File: src/rtl/ts_pkg.sv
// Shared constants and state encoding for the TS sync locker.
package ts_pkg;

  localparam int unsigned TS_PACK_BYTE_SIZE = 188;
  localparam logic [7:0] TS_SYNC_BYTE = 8'h47;

  typedef enum logic [1:0] {
    HUNT   = 2'd0,
    VERIFY = 2'd1,
    LOCKED = 2'd2
  } ts_state_e;

endpackage

File: src/rtl/sat_counter.sv
// Saturating up-counter; a clear wins over a same-cycle increment.
module sat_counter #(
  parameter int unsigned CNT_WIDTH = 32
) (
  input  logic                 clk,
  input  logic                 rst_n,
  input  logic                 inc,
  input  logic                 clr,
  output logic [CNT_WIDTH-1:0] count
);

  logic [CNT_WIDTH-1:0] count_q;
  logic [CNT_WIDTH-1:0] count_d;

  always_comb begin
    count_d = count_q;
    if (clr) begin
      count_d = '0;
    end else if (inc && !(&count_q)) begin
      count_d = count_q + 1'b1;
    end
  end

  always_ff @(posedge clk or negedge rst_n) begin
    if (!rst_n) begin
      count_q <= '0;
    end else begin
      count_q <= count_d;
    end
  end

  assign count = count_q;

endmodule

File: src/rtl/ts_sync_locker.sv
// Finds 0x47 packet alignment on a raw TS byte stream and forwards
// only whole, aligned packets with a first-byte sync pulse.
module ts_sync_locker
  import ts_pkg::*;
#(
  parameter int unsigned PACK_BYTE_SIZE = TS_PACK_BYTE_SIZE,
  parameter logic [7:0]  SYNC_BYTE      = TS_SYNC_BYTE,
  parameter int unsigned LOCK_COUNT     = 3,
  parameter int unsigned UNLOCK_COUNT   = 3,
  parameter int unsigned CNT_WIDTH      = 32
) (
  input  logic                 clk,
  input  logic                 rst_n,
  input  logic                 enable,
  input  logic                 clear_counters,
  input  logic [7:0]           in_data,
  input  logic                 in_valid,
  output logic [7:0]           out_data,
  output logic                 out_valid,
  output logic                 out_sync,
  output logic                 locked,
  output logic [CNT_WIDTH-1:0] packet_count,
  output logic [CNT_WIDTH-1:0] drop_count
);

  localparam logic [7:0] LAST_BYTE = 8'(PACK_BYTE_SIZE - 1);
  localparam logic [7:0] LOCK_N    = 8'(LOCK_COUNT);
  localparam logic [7:0] UNLOCK_N  = 8'(UNLOCK_COUNT);

  ts_state_e  state_q, state_d;
  logic [7:0] byte_cnt_q, byte_cnt_d;
  logic [7:0] good_cnt_q, good_cnt_d;
  logic [7:0] miss_cnt_q, miss_cnt_d;
  logic       drop_pkt_q, drop_pkt_d;
  logic [7:0] out_data_q, out_data_d;
  logic       out_valid_q, out_valid_d;
  logic       out_sync_q, out_sync_d;
  logic       locked_q, locked_d;
  logic       pkt_inc;
  logic       drop_inc;

  logic       boundary;
  logic       is_sync;
  logic [7:0] cnt_nxt;

  assign boundary = (byte_cnt_q == 8'd0);
  assign is_sync  = (in_data == SYNC_BYTE);
  assign cnt_nxt  = (byte_cnt_q == LAST_BYTE) ? 8'd0 : byte_cnt_q + 8'd1;

  always_comb begin
    state_d     = state_q;
    byte_cnt_d  = byte_cnt_q;
    good_cnt_d  = good_cnt_q;
    miss_cnt_d  = miss_cnt_q;
    drop_pkt_d  = drop_pkt_q;
    out_data_d  = in_data;
    out_valid_d = 1'b0;
    out_sync_d  = 1'b0;
    pkt_inc     = 1'b0;
    drop_inc    = 1'b0;
    if (!enable) begin
      state_d    = HUNT;
      byte_cnt_d = 8'd0;
      good_cnt_d = 8'd0;
      miss_cnt_d = 8'd0;
      drop_pkt_d = 1'b0;
    end else if (in_valid) begin
      unique case (state_q)
        HUNT: begin
          if (is_sync) begin
            state_d    = VERIFY;
            byte_cnt_d = 8'd1;
            good_cnt_d = 8'd1;
          end
        end
        VERIFY: begin
          byte_cnt_d = cnt_nxt;
          if (boundary && is_sync) begin
            good_cnt_d = good_cnt_q + 8'd1;
            if (good_cnt_q + 8'd1 >= LOCK_N) begin
              state_d     = LOCKED;
              miss_cnt_d  = 8'd0;
              drop_pkt_d  = 1'b0;
              out_valid_d = 1'b1;
              out_sync_d  = 1'b1;
              pkt_inc     = 1'b1;
            end
          end else if (boundary) begin
            // Misplaced sync: the candidate alignment was false.
            state_d    = HUNT;
            byte_cnt_d = 8'd0;
            good_cnt_d = 8'd0;
          end
        end
        LOCKED: begin
          byte_cnt_d = cnt_nxt;
          if (boundary && is_sync) begin
            miss_cnt_d  = 8'd0;
            drop_pkt_d  = 1'b0;
            out_valid_d = 1'b1;
            out_sync_d  = 1'b1;
            pkt_inc     = 1'b1;
          end else if (boundary) begin
            miss_cnt_d = miss_cnt_q + 8'd1;
            drop_pkt_d = 1'b1;
            drop_inc   = 1'b1;
            if (miss_cnt_q + 8'd1 >= UNLOCK_N) begin
              state_d    = HUNT;
              byte_cnt_d = 8'd0;
              good_cnt_d = 8'd0;
              miss_cnt_d = 8'd0;
              drop_pkt_d = 1'b0;
            end
          end else begin
            out_valid_d = !drop_pkt_q;
          end
        end
        default: begin
          state_d = HUNT;
        end
      endcase
    end
    locked_d = (state_d == LOCKED);
  end

  always_ff @(posedge clk or negedge rst_n) begin
    if (!rst_n) begin
      state_q     <= HUNT;
      byte_cnt_q  <= 8'd0;
      good_cnt_q  <= 8'd0;
      miss_cnt_q  <= 8'd0;
      drop_pkt_q  <= 1'b0;
      out_data_q  <= 8'd0;
      out_valid_q <= 1'b0;
      out_sync_q  <= 1'b0;
      locked_q    <= 1'b0;
    end else begin
      state_q     <= state_d;
      byte_cnt_q  <= byte_cnt_d;
      good_cnt_q  <= good_cnt_d;
      miss_cnt_q  <= miss_cnt_d;
      drop_pkt_q  <= drop_pkt_d;
      out_data_q  <= out_valid_d ? out_data_d : 8'd0;
      out_valid_q <= out_valid_d;
      out_sync_q  <= out_sync_d;
      locked_q    <= locked_d;
    end
  end

  sat_counter #(.CNT_WIDTH(CNT_WIDTH)) u_pkt_cnt (
    .clk   (clk),
    .rst_n (rst_n),
    .inc   (pkt_inc),
    .clr   (clear_counters),
    .count (packet_count)
  );

  sat_counter #(.CNT_WIDTH(CNT_WIDTH)) u_drop_cnt (
    .clk   (clk),
    .rst_n (rst_n),
    .inc   (drop_inc),
    .clr   (clear_counters),
    .count (drop_count)
  );

  assign out_data  = out_data_q;
  assign out_valid = out_valid_q;
  assign out_sync  = out_sync_q;
  assign locked    = locked_q;

endmodule

File: config.mk
export PLATFORM = sky130hd
export DESIGN_NAME = ts_sync_locker
export DESIGN_NICKNAME = d
export VERILOG_FILES = /design/src/rtl/ts_pkg.sv /design/src/rtl/sat_counter.sv /design/src/rtl/ts_sync_locker.sv
export SDC_FILE = /design/constraint.sdc
export NUM_CORES = 1
export LEC_CHECK = 0
export ABC_AREA = 1
export BUFFER_PORTS_ARGS = -buffer_cell sky130_fd_sc_hd__buf_2
export CELL_PAD_IN_SITES_DETAIL_PLACEMENT = 0
export CELL_PAD_IN_SITES_GLOBAL_PLACEMENT = 2
export CORE_MARGIN = 2
export CORE_UTILIZATION = 30
export DETAILED_ROUTE_END_ITERATION = 6
export PLACE_DENSITY = 0.82
export SLEW_MARGIN = 10
export SYNTH_ARGS = -nofsm -noshare
export SYNTH_HDL_FRONTEND = slang
export SYNTH_SLANG_ARGS = --single-unit
File: constraint.sdc
create_clock -name clk -period 1.9 [get_ports clk]
set_input_delay 0.38 -clock clk [delete_from_list [all_inputs] [get_ports clk]]
set_output_delay 0.38 -clock clk [all_outputs]
set_load 0.005 [all_outputs]
==> After elaboration in Yosys (flattened, before gate mapping) <==
Cells that the tools add are included.
{ "classes": {"reduce_logical": 15, "n_mux": 65, "n_lt_le_gt_ge": 2, "add_sub_neg": 5, "n_eq_ne": 16} }
{ "ops": {"columns": ["cell", "n"], "rows": [
  ["$mux 8", 24],
  ["$mux 32", 4],
  ["$add 32x1->32 const B", 2],
  ["$reduce_and 32->1", 2],
  ["$pmux 8 s3", 2],
  ["$add 8x1->8 const B", 3],
  ["$mux 1", 21],
  ["$mux 2", 9],
  ["$ne 3x3->1 const B", 6],
  ["$ge 8x2->1 const B", 2],
  ["$pmux 8 s2", 1],
  ["$eq 8x7->1 const B", 1],
  ["$eq 8x8->1 const B", 1],
  ["$logic_not 8->1", 1],
  ["$ne 4x4->1 const B", 2],
  ["$reduce_and 7->1", 1],
  ["$pmux 1 s2", 3],
  ["$pmux 2 s3", 1],
  ["$reduce_and 5->1", 1],
  ["$eq 2x2->1 const B", 2],
  ["$ne 4x1->1 const B", 1],
  ["$reduce_bool 2->1", 2],
  ["$logic_and 1x1->1", 3],
  ["$logic_not 1->1", 3],
  ["other kinds (5)", 5]
]} }
{ "totals": {"out_inout_bits": 75, "wordCells": 114, "register_bits": 102, "inputBits": 13} }

==> Logic depth before layout (Yosys ltp) <==
{ "depth": {"depth_word": 10, "mapped_depth": 15, "depth_no_buf": 15} }

==> By module <==
Synthesis repeated with hierarchy kept, for this count alone.
{ "hier_totals": {"cells_unflattened": 984, "hier_area_um2": 6700.2} }
{ "modules_own_cells": {"columns": ["mod", "seq_area_each_um2", "instances", "area_each_um2", "cells_each"], "rows": [
  ["sat_counter at u_drop_cnt", 800.8, 1, 2242.2, 350],
  ["ts_sync_locker", 950.9, 1, 2240.9, 284],
  ["sat_counter at u_pkt_cnt", 800.8, 1, 2217.1, 350]
]} }

==> Least setup slack after synthesis <==
No wires, ideal clock.
{ "synth_timing": {"kind": "flip-flop to flip-flop", "start": "register u_drop_cnt.count_q[1], in the netlist u_drop_cnt.count[1]", "end": "register u_drop_cnt.count_q[1], in the netlist u_drop_cnt.count[1]", "arrival_ns": 1.770, "path_buffers": 2, "required_ns": 1.782, "setup_slack_ns": 0.012, "setup_time_ns": 0.118, "stages_incl_launch_ff": 13, "synth_period_minus_slack_ns": 1.888, "cell_sequence": "dfrtp_1 > ha_1 > nand3_2 > nor2_4 > nand3_2 > nor2_2 > nand4_1 > nand3_2 > nand2_2 > buf_6 > buf_6 > nand3_1 > nand2_1"} }
{ "synth_via": {"elab_chain_cells": 4, "word_cells_on_any_way": 7, "cone_classes": "add/sub (1); mux (2); reduce/logical (4)"} }
{ "synth_rtl": {"columns": ["item", "line_no", "rtl"], "rows": [
  ["start: declaration", "sat_counter.sv:12", "logic [CNT_WIDTH-1:0] count_q;"],
  ["start signal: assignment", "sat_counter.sv:28", "count_q <= count_d;"],
  ["parallel branches: the longest is 4 deep, another holds $add 32x1->32", null, null]
]} }
Several ways; the timed one is not identified. The select of a mux whose other input is x is not followed.
A chain may end at the register's enable or synchronous reset.

==> Final worst setup path <==
{ "layout_timing": {"start": "register u_drop_cnt.count_q[0], in the netlist u_drop_cnt.count[0]", "end": "register u_drop_cnt.count_q[22], in the netlist u_drop_cnt.count[22]"} }
The elaborated chain is that of the path after synthesis.

==> flow_summary_export.csv <==
group,metric,value,unit
detailed_routing,vias,6517,
logic_synthesis,ys_seq_area_share,40.3,%
logic_synthesis,synthArstFlopShare,100,%
timing,min_period,1.98,ns
detailed_routing,routed_wl,20500,µm
setup_path,crit_arrival,2.24,ns
min_path,hold_path_startpoint,"in_data[2]",
logic_synthesis,synth_common_cells,"262 x nand2_1, 123 x nor2_1, 102 x dfrtp_1, 86 x inv_1, 39 x nand3_1",
run,drv_cap,0,
global_routing,overflow,0,
floorplan,die_h,149,µm
logic_synthesis,ys_warn_count,0,
power,ir_drop,339,µV
logic_synthesis,synthesis.nets,898,
logic_synthesis,synth_top_area_cell,"dfrtp_1",
placement,placed_area,0.00817,mm²
setup_path,crit_type,"register to register",
setup_path,cp.required,2.17,ns
final_layout,area_growth,44.8,%
logic_synthesis,synth_most_common_cell,"nand2_1",
min_path,hp-class,"input pin to register",
global_routing,grt_pass1_vias,6180,
status,outcome,"complete, but fails checks",
logic_synthesis,synth_top_area_share,40.3,%
cts,clk_latency,0.36,ns
placement,hpwl,15100,µm
timing,setup_violations,56,
cts,htree_num_levels,3,
cts,cts_root_buf,"clkbuf_16",
detailed_routing,avgViaCountPerCell,4.68,
timing,whs,0.257,ns
logic_synthesis,synth_seq_cells,102,
placement,io_buffers,87,
cts,clkSlewWorstSetupHoldPaths,0.08,ns
final_layout,nets,1138,
floorplan,rows,53,
detailed_routing,drtIter0Drc,271,
global_routing,antenna_found_initial,0,
power,p_leak,4.42,nW
final_layout,fill_cells,2175,
detailed_routing,wire_per_inst,14.7,µm
detailed_routing,antenna_left,0,
logic_synthesis,ys.flop_type,"dfrtp_1",
cts,cts_buffers,9,
detailed_routing,drt_pass1_iterations,5,
global_routing,grt_max_degree,52,
timing,fin_skew,0.0128,ns
logic_synthesis,synth-edff-count,0,
power,power_density,517,mW/mm²
logic_synthesis,synthTopCellsByArea,"dfrtp_1 40%, nand2_1 16%, nor2_1 7.3%",
cts,cts_sinks,102,
floorplan,core_area,0.0209,mm²
global_routing,grt_usage,18.3,%
floorplan,die_w,149,µm
logic_synthesis,ys_types,38,
placement,dp.cells,1365,
final_layout,instances_no_fill,1393,
timing,maxSlewHeadroom,67.3,%
placement,gp_congestion,0.865,
final_layout,final_layout_size_suffix_gt1_share,34.2,%
cts,cts_tree,"done",
timing,report.final.hold_viol_count,0,
setup_path,timing.rr.start,"u_drop_cnt.count[0]",
timing,rsz0062_at_grt,"yes",
detailed_routing,drc,0,
timing,timing.fmax,0.506,GHz
logic_synthesis,synth_area,0.00634,mm²
timing,fin_crit_sh,104,%
logic_synthesis,synth_area_per_cell,7.26,µm²
logic_synthesis,syn_inst,873,
floorplan,start_util,30.3,%
timing,slew_violations,0,
status,violations,"setup timing",
final_layout,insertedDiodeCount,0,
timing,setup_slack,-0.0771,ns
global_routing,grt_pass1_wl,32500,µm
floorplan,io_pins,88,
timing,tightestPinTransition,0.487,ns
cts,clockBufferDepth,2,
setup_path,worst_setup_path_end_kind,"register",
setup_path,critPathLaunch,"u_drop_cnt.count[0]",
setup_path,worstSetupStartpointType,"register",
floorplan,dieArea,0.0223,mm²
setup_path,critical_path.max_fanout,10,
final_layout,final_area,0.00917,mm²
-- final cells by class --
type / instances / area [µm²] / share of cell area (%)
Multi-Input combinational cell: 660 / 3750 / 40.9
Sequential cell: 102 / 2550 / 27.8
Timing Repair Buffer: 247 / 1830 / 20.0
Inverter: 93 / 367 / 4.00
Tap cell: 275 / 344 / 3.75
Clock buffer: 11 / 243 / 2.65
Clock inverter: 5 / 81.3 / 0.887
-- worst max-delay path: stages (launching register included) --
cell	delay, ns
dfrtp_1	0.37
ha_2	0.20
nand3_2	0.10
nor2_4	0.12
nand3_4	0.12
nor2_4	0.12
nand4_1	0.19
nand3_2	0.16
nand2_2	0.10
inv_4	0.11
clkbuf_16	0.17
nand2_1	0.05
o31ai_1	0.06
-- logic make-up (layout without fill, tap and decap cells) --
logic type | count (synthesis) | count (layout) | share of synthesized area (%)
and+or+nand+nor | 516 | 516 | 35.2
buffers and inverters | 111 | 356 | 7.25
DFF | 102 | 102 | 40.3
AOI/OAI and AO/OA | 74 | 74 | 6.91
xor gates and xnor gates | 58 | 58 | 8.02
adders and majority gates | 12 | 12 | 2.37
-- final timing paths --
| kind | end | slack, ns | depth (start not counted) |
|---|---|---|---|
| worst min register to register | drop_pkt_q | 0.51 | 2 |
| worst min-delay path | out_data[2] | 0.26 | 3 |
| max in group asynchronous | byte_cnt_q[7] | 0.84 | 3 |
| worst max register to register | u_drop_cnt.count[22] | -0.08 | 12 |
| worst max-delay path | u_drop_cnt.count[22] | -0.08 | 12 |
| min in group asynchronous | u_pkt_cnt.count[15] | 0.49 | 2 |
-- where the power goes --
part	total [mW]	switching, mW	internal [mW]
Combinational	0.454	0.275	0.179
Clock	2.09	0.894	1.20
Sequential	2.20	0.0145	2.19
-- what timing repair did --
action | CTS | global route
endpoints found under the hold margin | 22 | 0
setup buffers | 3 | 3
pin swaps | 8 | 22
hold buffers | 1 | 0
resized for setup | 42 | 110
cloned | 0 | 5
setup endpoints to repair | 82 | 98
-- per-stage QoR --
step | setup TNS [ns] | total power [mW] | worst slack, ns | utilization, %
6_report | -1.55 | 4.75 | -0.0771 | 43.9
3_3_place_gp | -4.88 | 2.61 | -0.124 | 39.1
4_1_cts | -0.896 | 4.76 | -0.0622 | 41.5
3_5_place_dp | -7.95 | 2.61 | -0.184 | 39.1
2_1_floorplan | 0 | 2.39 | 0.0120 | -
5_1_grt | -11.79 | 4.94 | -0.194 | 43.9
-- layout by cell type, fill, tap and decap left out, types with 11 or more instances in the layout --
cell type | netlist | final
inv_2 | 7 | 11
o21ai_0 | 30 | 22
nor3_1 | 37 | 31
inv_1 | 86 | 77
o31ai_1 | 16 | 13
nand4_1 | 18 | 18
nand2_2 | 5 | 33
nand3_1 | 39 | 36
xnor2_1 | 25 | 24
dfrtp_1 | 102 | 101
xor2_1 | 33 | 33
clkbuf_16 | 0 | 13
nand2_1 | 262 | 222
buf_4 | 2 | 140
nor2_1 | 123 | 113
nand2_4 | 0 | 11
buf_2 | 4 | 86
-- layer usage --
layer	global-route usage [%]	wire, µm	vias up	share of wire, %
met5	0	0	-	0
met4	5.05	318	0	1.6
met3	1.99	807	21	3.9
met2	28.9	9560	140	47
met1	26.5	9830	3056	48
li1	-	-	3300	-
-- registers in the layout (all words and copies together) (netlist names) --
signal / count
out_sync: 1
out_valid: 1
locked: 1
drop_pkt_q: 1
miss_cnt_q: 8
u_drop_cnt.count: 32
byte_cnt_q: 8
state_q: 2
u_pkt_cnt.count: 32
good_cnt_q: 8
out_data: 8
No activity file was read; power rests on OpenSTA's default activity.
